File: config.mk
export PLATFORM = sky130hd
export DESIGN_NAME = fetch_unit
export DESIGN_NICKNAME = d
export VERILOG_FILES = /design/src/rtl/fetch_unit.sv
export SDC_FILE = /design/constraint.sdc
export NUM_CORES = 1
export LEC_CHECK = 0
export ABC_AREA = 1
export BUFFER_PORTS_ARGS = -buffer_cell sky130_fd_sc_hd__buf_2
export CAP_MARGIN = 20
export CORE_ASPECT_RATIO = 0.7
export CORE_UTILIZATION = 52
export CTS_CLUSTER_SIZE = 28
export DETAILED_ROUTE_END_ITERATION = 8
export GPL_ROUTABILITY_DRIVEN = 0
export GPL_TIMING_DRIVEN = 0
export PLACE_DENSITY = 0.83
export SYNTH_ARGS = -nofsm -noshare
export SYNTH_HDL_FRONTEND = slang
export SYNTH_SLANG_ARGS = --single-unit
File: constraint.sdc
create_clock -name clk -period 8.2 [get_ports clk]
set_input_delay 1.64 -clock clk [delete_from_list [all_inputs] [get_ports clk]]
set_output_delay 1.64 -clock clk [all_outputs]
set_load 0.005 [all_outputs]
File: src/rtl/fetch_unit.sv
// Instruction fetch stage: owns the fetch PC, issues credit-limited word requests to
// instruction memory and buffers returned words in a prefetch FIFO for decode.
module fetch_unit #(
    parameter logic [31:0] RESET_PC = 32'h0000_0000,
    parameter int          DEPTH    = 2
) (
    input  logic        clk,
    input  logic        rst,
    output logic        imem_req_valid,
    input  logic        imem_req_ready,
    output logic [31:0] imem_addr,
    input  logic        imem_rsp_valid,
    input  logic [31:0] imem_rsp_data,
    input  logic        branch_valid,
    input  logic [31:0] branch_target,
    input  logic        dec_ready,
    output logic [31:0] ins,
    output logic [31:0] pc,
    output logic        ins_valid
);
    localparam int PW = (DEPTH > 1) ? $clog2(DEPTH) : 1;
    localparam int CW = PW + 1;
    localparam logic [CW-1:0] L_DEPTH    = CW'(DEPTH);
    localparam logic [CW-1:0] L_CNT_ONE  = CW'(1'b1);
    localparam logic [CW-1:0] L_CNT_ZERO = CW'(1'b0);
    localparam logic [PW-1:0] L_PTR_ONE  = PW'(1'b1);
    localparam logic [PW-1:0] L_PTR_ZERO = PW'(1'b0);

    logic [31:0]   r_fetch_pc;
    logic [CW-1:0] r_inflight;
    logic [CW-1:0] r_drop;
    logic [CW-1:0] r_count;
    logic [PW-1:0] r_aq_wp;
    logic [PW-1:0] r_aq_rp;
    logic [PW-1:0] r_wp;
    logic [PW-1:0] r_rp;
    logic [31:0]   r_aq    [DEPTH];
    logic [31:0]   r_ins_q [DEPTH];
    logic [31:0]   r_pc_q  [DEPTH];

    logic [CW:0]   w_occupancy;
    logic          w_credit;
    logic          w_req_fire;
    logic          w_rsp_drop;
    logic          w_push;
    logic          w_pop;
    logic [31:0]   w_target;
    logic [31:0]   w_fetch_pc_nxt;
    logic [CW-1:0] w_inflight_nxt;
    logic [CW-1:0] w_drop_nxt;
    logic [CW-1:0] w_count_nxt;
    logic [PW-1:0] w_rp_nxt;

    // In-flight requests hold a reserved FIFO slot, so responses never need backpressure.
    assign w_occupancy    = {1'b0, r_inflight} + {1'b0, r_count};
    assign w_credit       = (w_occupancy < {1'b0, L_DEPTH});
    assign imem_req_valid = !rst && !branch_valid && w_credit;
    assign imem_addr      = r_fetch_pc;
    assign w_req_fire     = imem_req_valid && imem_req_ready;
    assign w_rsp_drop     = imem_rsp_valid && (r_drop != L_CNT_ZERO);
    assign w_push         = imem_rsp_valid && !w_rsp_drop && !branch_valid;
    assign ins_valid      = (r_count != L_CNT_ZERO);
    assign w_pop          = ins_valid && dec_ready && !branch_valid;
    assign ins            = r_ins_q[r_rp];
    assign pc             = r_pc_q[r_rp];
    assign w_target       = branch_target & 32'hFFFF_FFFC;

    // Next-state for PC, credit counters and FIFO read side; a redirect overrides everything.
    always_comb begin
        w_fetch_pc_nxt = r_fetch_pc;
        w_inflight_nxt = r_inflight;
        w_drop_nxt     = r_drop;
        w_count_nxt    = r_count;
        w_rp_nxt       = r_rp;
        case ({w_req_fire, imem_rsp_valid})
            2'b10:   w_inflight_nxt = r_inflight + L_CNT_ONE;
            2'b01:   w_inflight_nxt = r_inflight - L_CNT_ONE;
            default: w_inflight_nxt = r_inflight;
        endcase
        if (branch_valid) begin
            w_fetch_pc_nxt = w_target;
            w_drop_nxt     = imem_rsp_valid ? (r_inflight - L_CNT_ONE) : r_inflight;
            w_count_nxt    = L_CNT_ZERO;
            w_rp_nxt       = r_wp;
        end else begin
            if (w_req_fire) begin
                w_fetch_pc_nxt = r_fetch_pc + 32'd4;
            end else begin
                w_fetch_pc_nxt = r_fetch_pc;
            end
            if (w_rsp_drop) begin
                w_drop_nxt = r_drop - L_CNT_ONE;
            end else begin
                w_drop_nxt = r_drop;
            end
            case ({w_push, w_pop})
                2'b10:   w_count_nxt = r_count + L_CNT_ONE;
                2'b01:   w_count_nxt = r_count - L_CNT_ONE;
                default: w_count_nxt = r_count;
            endcase
            if (w_pop) begin
                w_rp_nxt = r_rp + L_PTR_ONE;
            end else begin
                w_rp_nxt = r_rp;
            end
        end
    end

    // Control state registers.
    always_ff @(posedge clk or posedge rst) begin
        if (rst) begin
            r_fetch_pc <= RESET_PC;
            r_inflight <= L_CNT_ZERO;
            r_drop     <= L_CNT_ZERO;
            r_count    <= L_CNT_ZERO;
            r_rp       <= L_PTR_ZERO;
            r_wp       <= L_PTR_ZERO;
            r_aq_wp    <= L_PTR_ZERO;
            r_aq_rp    <= L_PTR_ZERO;
        end else begin
            r_fetch_pc <= w_fetch_pc_nxt;
            r_inflight <= w_inflight_nxt;
            r_drop     <= w_drop_nxt;
            r_count    <= w_count_nxt;
            r_rp       <= w_rp_nxt;
            if (w_push) begin
                r_wp <= r_wp + L_PTR_ONE;
            end
            if (w_req_fire) begin
                r_aq_wp <= r_aq_wp + L_PTR_ONE;
            end
            if (imem_rsp_valid) begin
                r_aq_rp <= r_aq_rp + L_PTR_ONE;
            end
        end
    end

    // Address queue and prefetch FIFO storage; the FIFO pc is the address queued at request time.
    always_ff @(posedge clk or posedge rst) begin
        if (rst) begin
            for (int i = 0; i < DEPTH; i++) begin
                r_aq[i]    <= 32'h0000_0000;
                r_ins_q[i] <= 32'h0000_0000;
                r_pc_q[i]  <= RESET_PC;
            end
        end else begin
            if (w_req_fire) begin
                r_aq[r_aq_wp] <= r_fetch_pc;
            end
            if (w_push) begin
                r_ins_q[r_wp] <= imem_rsp_data;
                r_pc_q[r_wp]  <= r_aq[r_aq_rp];
            end
        end
    end

    a_rsp_has_inflight: assert property (@(posedge clk) disable iff (rst)
        imem_rsp_valid |-> (r_inflight != L_CNT_ZERO))
        else $error("fetch_unit: response arrived with nothing in flight");

    a_credit_bound: assert property (@(posedge clk) disable iff (rst)
        w_occupancy <= {1'b0, L_DEPTH})
        else $error("fetch_unit: inflight + count exceeds DEPTH");

    a_drop_bound: assert property (@(posedge clk) disable iff (rst)
        r_drop <= r_inflight)
        else $error("fetch_unit: drop exceeds inflight");

endmodule

# ---- After elaboration in Yosys (flattened, before gate mapping)
# Cells that the tools add are included.
# W data, S select, Z words.
dict set report classes {
  add_sub_neg 11
  order_cmp 7
  eq_ne 4
  muxes 26
  bitwise_logic 4
  reduce_logical 20
}
# cell count
set ops {}
lappend ops {{$mux W32} 13}
lappend ops {{$bwmux W64} 3}
lappend ops {{$demux W32 S1} 2}
lappend ops {{$add A32 B3 Y32 const B} 1}
lappend ops {{$reduce_bool A2 Y1} 6}
lappend ops {{$logic_and A1 B1 Y1} 10}
lappend ops {{$ge A2 B2 Y1 const B} 4}
lappend ops {{$mux W2} 4}
lappend ops {{$not A1 Y2} 4}
lappend ops {{$pmux W2 S2} 2}
lappend ops {{$sub A2 B1 Y2 const B} 3}
lappend ops {{$add A1 B1 Y1 const B} 4}
lappend ops {{$add A2 B1 Y2 const B} 2}
lappend ops {{$eq A2 B1 Y1 const B} 2}
lappend ops {{$eq A2 B2 Y1 const B} 2}
lappend ops {{$lt A2 B1 Y1 const B} 2}
lappend ops {{$add A2 B2 Y3} 1}
lappend ops {{$logic_not A1 Y1} 3}
lappend ops {{$lt A3 B2 Y1 const B} 1}
lappend ops {{$reduce_bool A3 Y1} 1}
lappend ops {{$mux W1} 2}
dict set report totals {
  register_bits 234
  inputBits 70
  output_inout_bits 98
  word_cells 86
}

# ---- Logic depth before layout (Yosys ltp)
# Gate-level depths: netlist (run 1).
dict set report depth {
  depth_word 8
  depth_mapped 11
  depth_no_buf 9
}

# ---- Worst setup path before layout (run 1)
# No wires, ideal clock.
dict set report synth_path {
  path_type {input-to-output}
  from {input rst}
  to {output imem_req_valid}
  arrival_time_ns 6.727
  required_time_ns 6.560
  slack_ns -0.167
  stages 3
  path_buffers 0
  path_cell_list {inv_1 > nand3_1 > inv_1}
}
dict set report synth_between {
  elab_chain_cells 3
}
# element line_no
set synth_lines {}
lappend synth_lines {{start: declaration} 8} ;# input logic rst,
lappend synth_lines {{$logic_not A1 Y1 (no source line)} -}
lappend synth_lines {{$logic_and A1 B1 Y1 (2 in a row)} 57} ;# assign imem_req_valid = !rst && !branch_valid && w_credit;
lappend synth_lines {{end: declaration} 9} ;# output logic imem_req_valid,
# No other way between the ends.

# ---- Worst setup path in the final report (run 1)
# Ends and elaborated chain as after synthesis.

==> results by group, run 1 <==
Flow run
  • Max cap viols: 0

Critical path
  • Critical path class: in -> out
  • CP cell instances: buf_2 > clkinvlp_4 > buf_16 > buf_12 > buf_12 > buf_12 > nand3_1 > inv_1 > buf_2
  • Worst-path fanout max: between 40 and 50
  • Delay-heaviest family, CP: buffers and inverters
  • R2R Path Start: r_inflight[0]
  • Worst R2R End: r_aq[3]
  • Max incr delay on CP: ~0.7 ns
  • Slowest-stage cell, CP: clkinvlp_4
  • WP data required: roughly 6.6 ns
  • Worst Path Buf+Inv: 8
  • Arrival time worst endpoint: 3.81 ns
  • Reg2reg path depth: 9
  • Register-to-Register Setup Slack: 5.81 ns
  • Cell repeated most along the worst path: buf_12
  • Crit end category: primary output
  • Critical Path Start Type: primary input

Drt
  • Drt drc: 0
  • Final WL: roughly 29000 um
  • DR vias: around 9700
  • Initial DRC count: approximately 850
  • Per-cell routed wire length: 16.22 um
  • Remaining antenna violation count: 0
  • Initial DRT Pass Iterations: 5
  • Vias per cell: between 5 and 6

CTS
  • Max Root-Sink Buffers: 3
  • CTS tree: yes
  • Worst-path clk slew: roughly 0.06 ns
  • Postcts setup bufs: 0
  • Root Driver: clkbuf_16
  • Clk sinks: about 220
  • # resized after CTS: 0
  • CTS Buf Count: 23
  • Cts hold-fix bufs: 0
  • Worst skew pair latency: 0.51 ns
  • CTS H-tree lvls: 1

STA
  • Final Max Tran Viols: 0
  • Slew @ Worst Pin: between 0.8 and 0.9 ns
  • WHS: ~0.47 ns
  • RSZ-0062 raised after global routing: false
  • Clock Skew: just over 0.02 ns
  • Setup Viol. Count Final: 0
  • FMAX: between 0.15 and 0.2 GHz
  • Clock period minus worst slack: approximately 5.5 ns
  • Final period util: 66.48%
  • Final hold vios: 0
  • Slew HR: 40.85%

Yosys
  • Largest area contributor in the netlist: dfrtp_1
  • Seq/Total Area, Yosys: roughly 52%
  • Cell count after synthesis: approximately 1300
  • Synthesized area per cell: 8.135 um2
  • Number of enable flip-flop cells after synthesis: 0
  • Synth Cell Area: between 0.01 and 0.015 mm2
  • Yosys warnings: 0
  • Synth cell types: 31
  • Share of the synthesized area in the top cell type: 52.08%
  • #FFs+latches synth: around 220
  • Ys flop type: dfrtp_1
  • Post-synth ARST share: 100.0%
  • Ranking of synthesized cells by area: dfrtp_1, nand2_1, o21ai_0

Place
  • Final HPWL DP: 21180 um
  • DP Cell Count: approximately 1800
  • # port buffers: 160

Layout
  • Layout area overhead: 18.70%
  • FF/Latch Area: approximately 0.0056 mm2
  • # nets final: 1591
  • Share of cells above drive strength 1: about a fifth
  • N_diodes: 0
  • Area of the multi-input gates: between 0.004 and 0.005 mm2
  • Filler cell count: 1681
  • Non-Filler Instances: around 1800

Floorplan
  • Std-Cell Rows: 43
  • Core Box Area: between 0.02 and 0.025 mm2
  • Initial Util: approximately 54%
  • Die H: about 120 um
  • Io pins: ~170
  • Die X: roughly 170 um
  • Die area: 0.02129 mm2

GRT
  • Vias in the first global route: between 9000 and 10000
  • First-pass GRT wire length: roughly 47000 um
  • Grt total ovfl: 0
  • Antenna violations before repair: 1
  • All-layer global routing usage: roughly 28%
  • Largest net degree at the start of global routing: 43

Power and ir drop
  • Worst VDD drop: ~0.00016 V
  • Cell Pwr Density: 346.4 mW/mm2
  • Power, Total: roughly 4.4 mW
  • Leak Pwr: ~6.5 nW

Hold path
  • Hold Path Cell Cnt: 2
  • Hold Startpoint: r_ins_q[12]
  • End of the worst hold path: r_ins_q[12]
  • HP Class: reg -> reg

Run status
  • Status: finished clean
## tightest hold or removal path: cells and delay by family (launching register included)
family | cells | cell delay, ns
AND/OR/NAND/NOR | 2 | 0.09
flip-flops | 1 | 0.34
## sequential cells by signal, summed over array words and instances (netlist names)
| name | flops |
|---|---|
| r_count | 2 |
| r_aq_wp | 1 |
| r_aq_rp | 1 |
| r_drop | 2 |
| r_aq | 60 |
| imem_addr | 30 |
| r_rp | 1 |
| r_wp | 1 |
| r_pc_q | 60 |
| r_ins_q | 64 |
| r_inflight | 2 |
## cells in the final DEF, fill, tap and decap left out, drive strengths merged
cell	instances
clkinv	6
clkbuf	60
inv	130
nor3	3
nor2	47
nand3	54
nand4	2
clkinvlp	1
o221ai	1
o211ai	5
a21oi	5
o21ai	215
xor2	5
xnor2	4
bufinv	1
mux2	30
ha	3
buf	209
conb	4
or2	1
fa	1
nand2	521
dfrtp	224
## cells in the mapped netlist (all sizes together) (2+ instances only)
library cell and n:
nand2 521, dfrtp 224, o21ai 215, inv 131
nand3 54, nor2 47, buf 43, mux2 30
clkbuf 26, a21oi 5, o211ai 5, xor2 5
xnor2 4, ha 3, nor3 3, nand4 2
## kinds of logic (layout without fill, tap and decap cells)
logic type | count (synthesis) | after routing | synth area share, %
AO/OA/AOI/OAI | 226 | 226 | 11.71
XOR/XNOR | 9 | 9 | 0.7323
adder cells (fa/ha/maj) | 4 | 4 | 0.5348
buffers and inverters | 201 | 407 | 8.556
flip-flops | 224 | 224 | 52.08
multiplexers | 30 | 30 | 3.139
other | 1 | 4 | 0.03484
AND/OR/NAND/NOR | 628 | 628 | 23.22
## through the flow
| step | area, um2 | util, % | setup WS, ns | TNS (ns) |
|---|---|---|---|---|
| detailed placement | 12040 | 60.18 | 2.679 | 0 |
| global placement | 11920 | 59.54 | -0.5720 | -23.83 |
| floorplan | 10780 | - | 1.269 | 0 |
| CTS | 12780 | 63.83 | 2.662 | 0 |
| finish | 12780 | 63.83 | 2.748 | 0 |
| global route | 12780 | 63.83 | 2.482 | 0 |
## metal layers
metal / vias to the layer above / track usage [%] / wire length [um]
met4: 2 / 6.140 / 488
met5: - / 0 / 10
met2: 403 / 44.38 / 13330
met1: 4654 / 39.32 / 12890
li1: 4554 / - / -
met3: 44 / 5.514 / 2497
## how the worst max path moves through the flow
stage / start / to / slack [ns] / depth (start not counted)
finish: rst / imem_req_valid / 2.75 / 9
global route: rst / imem_req_valid / 2.48 / 9
CTS: rst / imem_req_valid / 2.66 / 9
detailed placement: rst / imem_req_valid / 2.68 / 9
global placement: rst / imem_req_valid / -0.57 / 5
floorplan: rst / imem_req_valid / 1.27 / 3
## cell type report
class	count	share of cell area (%)
timing repair buffer	166	7.267
tap	270	2.644
clock inverter	6	0.4309
inverter	132	3.947
buffer	69	3.291
multi-input combinational	901	33.25
sequential	224	43.87
clock buffer	34	5.298
## power breakdown
group,switching [mW],internal (mW),leakage [nW]
Combinational,0.946,0.639,3.35
Sequential,0.250,1.56,2.82
Clock,0.427,0.600,0.366
(Power assumes the default switching activity.)
==> run 2: changes to the inputs <==
Clock period 8.2 ns to 4.5 ns, I/O delays scaled along.
==> run 2 against run 1 <==
Compared with the run above:
- non-clock buffer count is the same
- core utilization rose by 0.19 points
- register-to-register slack lost 3.6 ns
- highest routed layer unchanged
==> results by group, run 2 (synthesis results as in run 1) <==
Place
  • Place WS: 1.217 ns (was 2.679 ns)
  • DP Cell Count: 1762 (unchanged)
  • # port buffers: 160 (unchanged)
  • Final HPWL DP: 21220 um (was 21180 um)
  • DP Area: 0.01212 mm2 (was 0.01204 mm2)

Critical path
  • Critical path class: reg -> out (was in -> out)
  • Critical Path Start Type: register (was primary input)
  • CP cell instances: clkbuf_1 > buf_2 > clkbuf_1 > nand2_1 > o21ai_0 > buf_2 (was buf_2 > clkinvlp_4 > buf_16 > buf_12 > buf_12 > buf_12 > nand3_1 > inv_1 > buf_2)
  • Slowest-stage cell, CP: clkbuf_1 (was clkinvlp_4)
  • Crit end category: primary output (unchanged)
  • Worst-path fanout max: 10 (was 42)
  • WP data required: 3.60 ns (was 6.56 ns)
  • Arrival time worst endpoint: 2.54 ns (was 3.81 ns)
  • Max incr delay on CP: 0.50 ns (was 0.70 ns)

GRT
  • Grt total ovfl: 0 (unchanged)
  • First-pass GRT wire length: 47660 um (was 46860 um)
  • Vias in the first global route: 9124 (was 9128)
  • Largest net degree at the start of global routing: 41 (was 43)
  • All-layer global routing usage: 28.34% (was 27.72%)
  • Antenna violations before repair: 1 (unchanged)

Power and ir drop
  • Power, Total: 8.112 mW (was 4.426 mW)
  • Cell Pwr Density: 633.0 mW/mm2 (was 346.4 mW/mm2)
  • Leak Pwr: 6.541 nW (was 6.532 nW)
  • Worst VDD drop: 0.0003114 V (was 0.0001642 V)

STA
  • WHS: 0.4229 ns (was 0.4693 ns)
  • Final period util: roughly three quarters
  • Slew HR: 51.65% (was 40.85%)
  • RSZ-0062 raised after global routing: false (unchanged)
  • Setup ws final: 1.057 ns (was 2.748 ns)
  • FMAX: approximately 0.29 GHz
  • Setup Viol. Count Final: 0 (unchanged)
  • Clock Skew: 0.01684 ns (was 0.02030 ns)
  • Final Max Tran Viols: 0 (unchanged)
  • Final hold vios: 0 (unchanged)
  • Fin Setup TNS: 0 ns (unchanged)
  • Clock period minus worst slack: between 3 and 4 ns
  • Slew @ Worst Pin: 0.7253 ns (was 0.8853 ns)

Drt
  • Initial DRT Pass Iterations: 7 (was 5)
  • DR vias: 9662 (was 9657)
  • Initial DRC count: 894 (was 852)
  • Per-cell routed wire length: 16.46 um (was 16.22 um)
  • Vias per cell: 5.374 (was 5.359)
  • Final WL: 29600 um (was 29220 um)
  • Drt drc: 0 (unchanged)
  • Remaining antenna violation count: 0 (unchanged)

Floorplan
  • Initial Util: 53.78% (unchanged)
  • Io pins: 168 (unchanged)
  • Die H: 122.4 um (unchanged)
  • Die area: 0.02129 mm2 (unchanged)
  • Die X: 174.0 um (unchanged)
  • Std-Cell Rows: 43 (unchanged)
  • Core Box Area: 0.02001 mm2 (unchanged)

CTS
  • Max Root-Sink Buffers: 3 (unchanged)
  • Worst skew pair latency: 0.53 ns (was 0.51 ns)
  • CTS Buf Count: 23 (unchanged)
  • # resized after CTS: 0 (unchanged)
  • Root Driver: clkbuf_16 (unchanged)
  • Postcts setup bufs: 0 (unchanged)
  • Cts hold-fix bufs: 0 (unchanged)
  • CTS tree: yes (unchanged)
  • Worst-path clk slew: 0.06 ns (about the same)
  • CTS H-tree lvls: 1 (unchanged)
  • Clk sinks: 224 (unchanged)

Layout
  • Cell area after layout: 0.01281 mm2 (was 0.01278 mm2)
  • Max reg flops: 64 (unchanged)
  • Non-Filler Instances: 1798 (was 1802)
  • Largest Register: r_ins_q (unchanged)
  • Most frequent cells in the layout: nand2_1, dfrtp_1, o21ai_0 (unchanged)
  • Layout area overhead: 19.07% (was 18.70%)
  • # nets final: 1591 (unchanged)
  • N_diodes: 0 (unchanged)
  • Share of cells above drive strength 1: 21.53% (was 21.21%)
  • Commonest non-fill, non-tap cell in the layout: nand2_1 (unchanged)
  • Fin util: 64.03% (was 63.83%)
  • Regs by FF count: r_ins_q: 64 flops, r_aq: 60 flops, r_pc_q: 60 flops (unchanged)

Run status
  • Status: finished clean (unchanged)

Hold path
  • HP Class: in -> async (was reg -> reg)

Flow run
  • Max cap viols: 0 (unchanged)
## run 2: layout make-up
class                   count  area, um2
multi-input cells         901       4260
inverters                 132      506.7
clock buffers              31      645.6
clock inverters             5      45.04
flip-flops and latches    224       5605
repair buffers            166      920.9
fillers                  1694       7199
well taps                 270      337.8
plain buffers              69      493.0
## run 2: power breakdown
part           total, mW  internal, mW  leakage (nW)  switching [mW]
sequential          3.30          2.85          2.82           0.454
clock               1.79          1.00         0.335           0.786
combinational       3.02          1.19          3.39            1.83
total               8.11          5.04          6.54            3.07
## run 2: path summary, 6_finish.rpt
kind	from	end	slack, ns	cells past startpoint
worst max-delay path	r_rp	pc[28]	1.06	6
worst max register to register	r_drop[0]	r_pc_q[55]	2.21	8
worst min register to register	r_ins_q[8]	r_ins_q[8]	0.47	2
max in group asynchronous	rst	r_drop[1]	2.99	5
min in group clk	r_ins_q[8]	r_ins_q[8]	0.47	2
worst min-delay path	rst	r_pc_q[47]	0.42	2
## run 2: per-layer routing
| metal | global-route usage, % | share of wire, % | routed length (um) |
|---|---|---|---|
| met3 | 7.404 | 11 | 3183 |
| met2 | 41.18 | 42 | 12570 |
| met4 | 5.976 | 1.4 | 425 |
| met1 | 42.58 | 45 | 13410 |
| met5 | 0 | 0.044 | 13 |
## run 2: worst max-delay path, delay by kind of cell, from the launching register on
family,cells,cell delay (ns)
buf+inv,4,1.40
flops,1,0.32
simple gates,1,0.12
compound gates,1,0.18
==> run 3: changes to the inputs <==
Settings changed: ABC_AREA 1 to 0, CORE_UTILIZATION 52 to 57, PLACE_DENSITY 0.83 to 0.86.
Clock period 4.5 ns to 3.4 ns, I/O delays scaled along.
==> run 3 against run 2 <==
Compared with the run above:
- sequential share of layout area increased by 2.0 points
- global-route usage increased by 0.55 points
- first-iteration DRC count increased by 0.34%
- largest cell class unchanged
- largest power group unchanged
- worst setup slack got worse by 0.86 ns
- critical endpoint is now imem_req_valid
==> results by group, run 3 <==
Power and ir drop
  • Cell Pwr Density: 870.7 mW/mm2 (was 633.0 mW/mm2)
  • Worst VDD drop: 0.0005076 V (was 0.0003114 V)
  • Leak Pwr: 5.745 nW (was 6.541 nW)

Layout
  • Most frequent cells in the layout: dfrtp_1, mux2_2, buf_2 (was nand2_1, dfrtp_1, o21ai_0)
  • Fin util: 70.21% (was 64.03%)
  • Layout area overhead: 18.58% (was 19.07%)
  • Largest Register: r_ins_q (unchanged)
  • Commonest non-fill, non-tap cell in the layout: dfrtp_1 (was nand2_1)
  • Regs by FF count: r_ins_q: 64 flops, r_aq: 60 flops, r_pc_q: 60 flops (unchanged)
  • N_diodes: 0 (unchanged)
  • # nets final: 1121 (was 1591)
  • Cell area after layout: 0.01226 mm2 (was 0.01281 mm2)
  • Share of cells above drive strength 1: 37.98% (was 21.53%)
  • Max reg flops: 64 (unchanged)
  • Filler cell count: 1211 (was 1694)

Critical path
  • First element of the critical path: r_count[0] (was r_rp)
  • Arrival time worst endpoint: 2.52 ns (was 2.54 ns)
  • Worst-path fanout max: 9 (was 10)
  • R2R Path Start: r_count[0] (was r_drop[0])
  • Reg2reg path depth: 9 (was 8)
  • Worst R2R End: imem_addr[20] (was r_pc_q[55])
  • Worst Path Buf+Inv: 3 (was 4)
  • Setup crit end: imem_req_valid (was pc[28])
  • Delay-heaviest family, CP: simple AND/OR/NAND/NOR gates (was buffers and inverters)
  • Critical Path Start Type: register (unchanged)
  • Max incr delay on CP: 0.49 ns (was 0.50 ns)
  • Slowest-stage cell, CP: or4_4 (was clkbuf_1)
  • Critical path class: reg -> out (unchanged)
  • Crit path depth: 6 (unchanged)
  • Crit end category: primary output (unchanged)
  • Register-to-Register Setup Slack: 0.33 ns (was 2.21 ns)
  • WP data required: 2.72 ns (was 3.60 ns)
  • CP cell instances: and2_1 > fa_1 > or4_4 > buf_6 > inv_2 > buf_2 (was clkbuf_1 > buf_2 > clkbuf_1 > nand2_1 > o21ai_0 > buf_2)

Yosys
  • Synth cell types: 57 (was 31)
  • Post-synth ARST share: 100.0% (unchanged)
  • Yosys warnings: 0 (unchanged)
  • Synth Cell Area: 0.01034 mm2 (was 0.01076 mm2)
  • Synthesized area per cell: 12.08 um2 (was 8.135 um2)
  • Ys flop type: dfrtp_1 (unchanged)
  • Cell count after synthesis: 856 (was 1323)
  • Largest area contributor in the netlist: dfrtp_1 (unchanged)
  • Ranking of synthesized cells by area: dfrtp_1, mux2_2, mux2i_1 (was dfrtp_1, nand2_1, o21ai_0)
  • Seq/Total Area, Yosys: 54.20% (was 52.08%)
  • Share of the synthesized area in the top cell type: 54.20% (was 52.08%)
  • Most frequent cell after synthesis: dfrtp_1 (was nand2_1)
  • Number of enable flip-flop cells after synthesis: 0 (unchanged)
  • #FFs+latches synth: 224 (unchanged)
  • Synth cell count leaders: dfrtp_1, mux2_2, nand2_1 (was nand2_1, dfrtp_1, o21ai_0)

CTS
  • Postcts setup bufs: 0 (unchanged)
  • CTS tree: yes (unchanged)
  • Clk sinks: 224 (unchanged)
  • # resized after CTS: 0 (unchanged)
  • Cts hold-fix bufs: 0 (unchanged)
  • CTS Buf Count: 21 (was 23)
  • CTS H-tree lvls: 1 (unchanged)
  • Root Driver: clkbuf_16 (unchanged)
  • Max Root-Sink Buffers: 3 (unchanged)
  • Worst skew pair latency: 0.51 ns (was 0.53 ns)
  • Worst-path clk slew: 0.07 ns (was 0.06 ns)

GRT
  • Grt total ovfl: 0 (unchanged)
  • All-layer global routing usage: 28.90% (was 28.34%)
  • Largest net degree at the start of global routing: 44 (was 41)
  • Vias in the first global route: 7672 (was 9124)
  • First-pass GRT wire length: 41700 um (was 47660 um)
  • Antenna violations before repair: 0 (was 1)

STA
  • Clock Skew: 0.01385 ns (was 0.01684 ns)
  • Final period util: 94.08%
  • FMAX: 0.3126 GHz
  • Clock period minus worst slack: roughly 3.2 ns
  • Slew HR: 32.32% (was 51.65%)
  • RSZ-0062 raised after global routing: false (unchanged)
  • Final Max Tran Viols: 0 (unchanged)
  • Slew @ Worst Pin: 1.015 ns (was 0.7253 ns)
  • Setup Viol. Count Final: 0 (unchanged)
  • Final hold vios: 0 (unchanged)

Hold path
  • HP Class: in -> async (unchanged)

Drt
  • Initial DRC count: 897 (was 894)
  • DR vias: 7850 (was 9662)
  • Drt drc: 0 (unchanged)
  • Final WL: 26130 um (was 29600 um)
  • Vias per cell: 6.076 (was 5.374)
  • Remaining antenna violation count: 0 (unchanged)
  • Initial DRT Pass Iterations: 7 (unchanged)
  • Per-cell routed wire length: 20.23 um (was 16.46 um)

Flow run
  • Max cap viols: 0 (unchanged)

Floorplan
  • Die X: 163.0 um (was 174.0 um)
  • Core Box Area: 0.01747 mm2 (was 0.02001 mm2)
  • Die area: 0.01869 mm2 (was 0.02129 mm2)
  • Io pins: 168 (unchanged)
  • Die H: 114.7 um (was 122.4 um)
  • Std-Cell Rows: 40 (was 43)
  • Initial Util: 59.20% (was 53.78%)

Place
  • DP Area: 0.01155 mm2 (was 0.01212 mm2)
  • Final HPWL DP: 18280 um (was 21220 um)
  • # port buffers: 160 (unchanged)

Run status
  • Status: finished clean (unchanged)
run 3: changes by cell type in the layout (fill, tap and decap cells not counted), sizes merged, moves of 7 or more:
cell and delta:
o311ai +14, a21oi +29, nor2 -9, nand3 -33
o21ai -168, inv -117, clkbuf +21, buf -30
a22oi +7, nand4 +14, mux2 +151, nand2 -452
mux2i +31, or4 +10
run 3: stage by stage:
stage / TNS [ns] / hold slack [ns] / worst slack (ns) / power, mW / instances
CTS: 0 / 0.3247 / 0.1920 / 10.70 / 1292
floorplan: -45.70 / 0.4444 / -0.2040 / 6.846 / 859
detailed placement: 0 / 0.4652 / 0.2822 / 8.204 / 1255
global route: 0 / 0.3541 / 0.1123 / 11.29 / 1292
finish: 0 / 0.3174 / 0.2014 / 10.68 / 1292
global placement: -332.18 / 0.4567 / -1.506 / 7.989 / 1250
run 3: logic make-up after synthesis:
group,after synthesis,share of synthesized area [%]
AOI/OAI and AO/OA,132,7.925
xor gates and xnor gates,8,0.6776
DFF,224,54.20
other,1,0.03626
and+or+nand+nor,198,9.849
muxes,212,23.40
buffers and inverters,77,3.351
adders and majority gates,4,0.5566
run 3: power by group:
group	switching, mW	internal, mW
Combinational	1.71	2.02
Sequential	0.675	3.82
Clock	0.996	1.46
run 3: area by class of cell:
type / count / area (um2) / area share, %
Timing Repair Buffer: 165 / 900.9 / 7.346
Multi-Input combinational cell: 558 / 4400 / 35.88
Tap cell: 231 / 289.0 / 2.357
Clock buffer: 29 / 595.6 / 4.857
Inverter: 14 / 56.30 / 0.4591
Sequential cell: 224 / 5605 / 45.71
Buffer: 63 / 294.0 / 2.398
Clock inverter: 8 / 121.4 / 0.9897
run 3: worst reg2reg max path, cell delays in order (launching register included):
cell,delay [ns]
dfrtp_1,0.42
and2_1,0.19
fa_1,0.48
or4_4,0.12
buf_6,0.16
inv_2,0.13
a21oi_1,0.61
clkbuf_1,0.55
a22oi_1,0.17
o211ai_1,0.15
run 3: worst min-delay path by stage:
stage	start	endpoint	slack, ns	depth (start not counted)
floorplan	r_pc_q[10]	r_pc_q[10]	0.44	2
CTS	rst	imem_addr[19]	0.32	2
finish	rst	imem_addr[19]	0.32	2
detailed placement	r_pc_q[29]	r_pc_q[29]	0.47	2
global placement	r_pc_q[26]	r_pc_q[26]	0.46	2
global route	rst	imem_addr[19]	0.35	2
run 3: routing by layer:
layer	share of wire (%)	wire length, um	GRT usage [%]
met1	43	11260	41.86
met2	45	11800	44.65
met3	9.2	2410	5.759
met4	2.6	669	7.601
met5	0	0	0
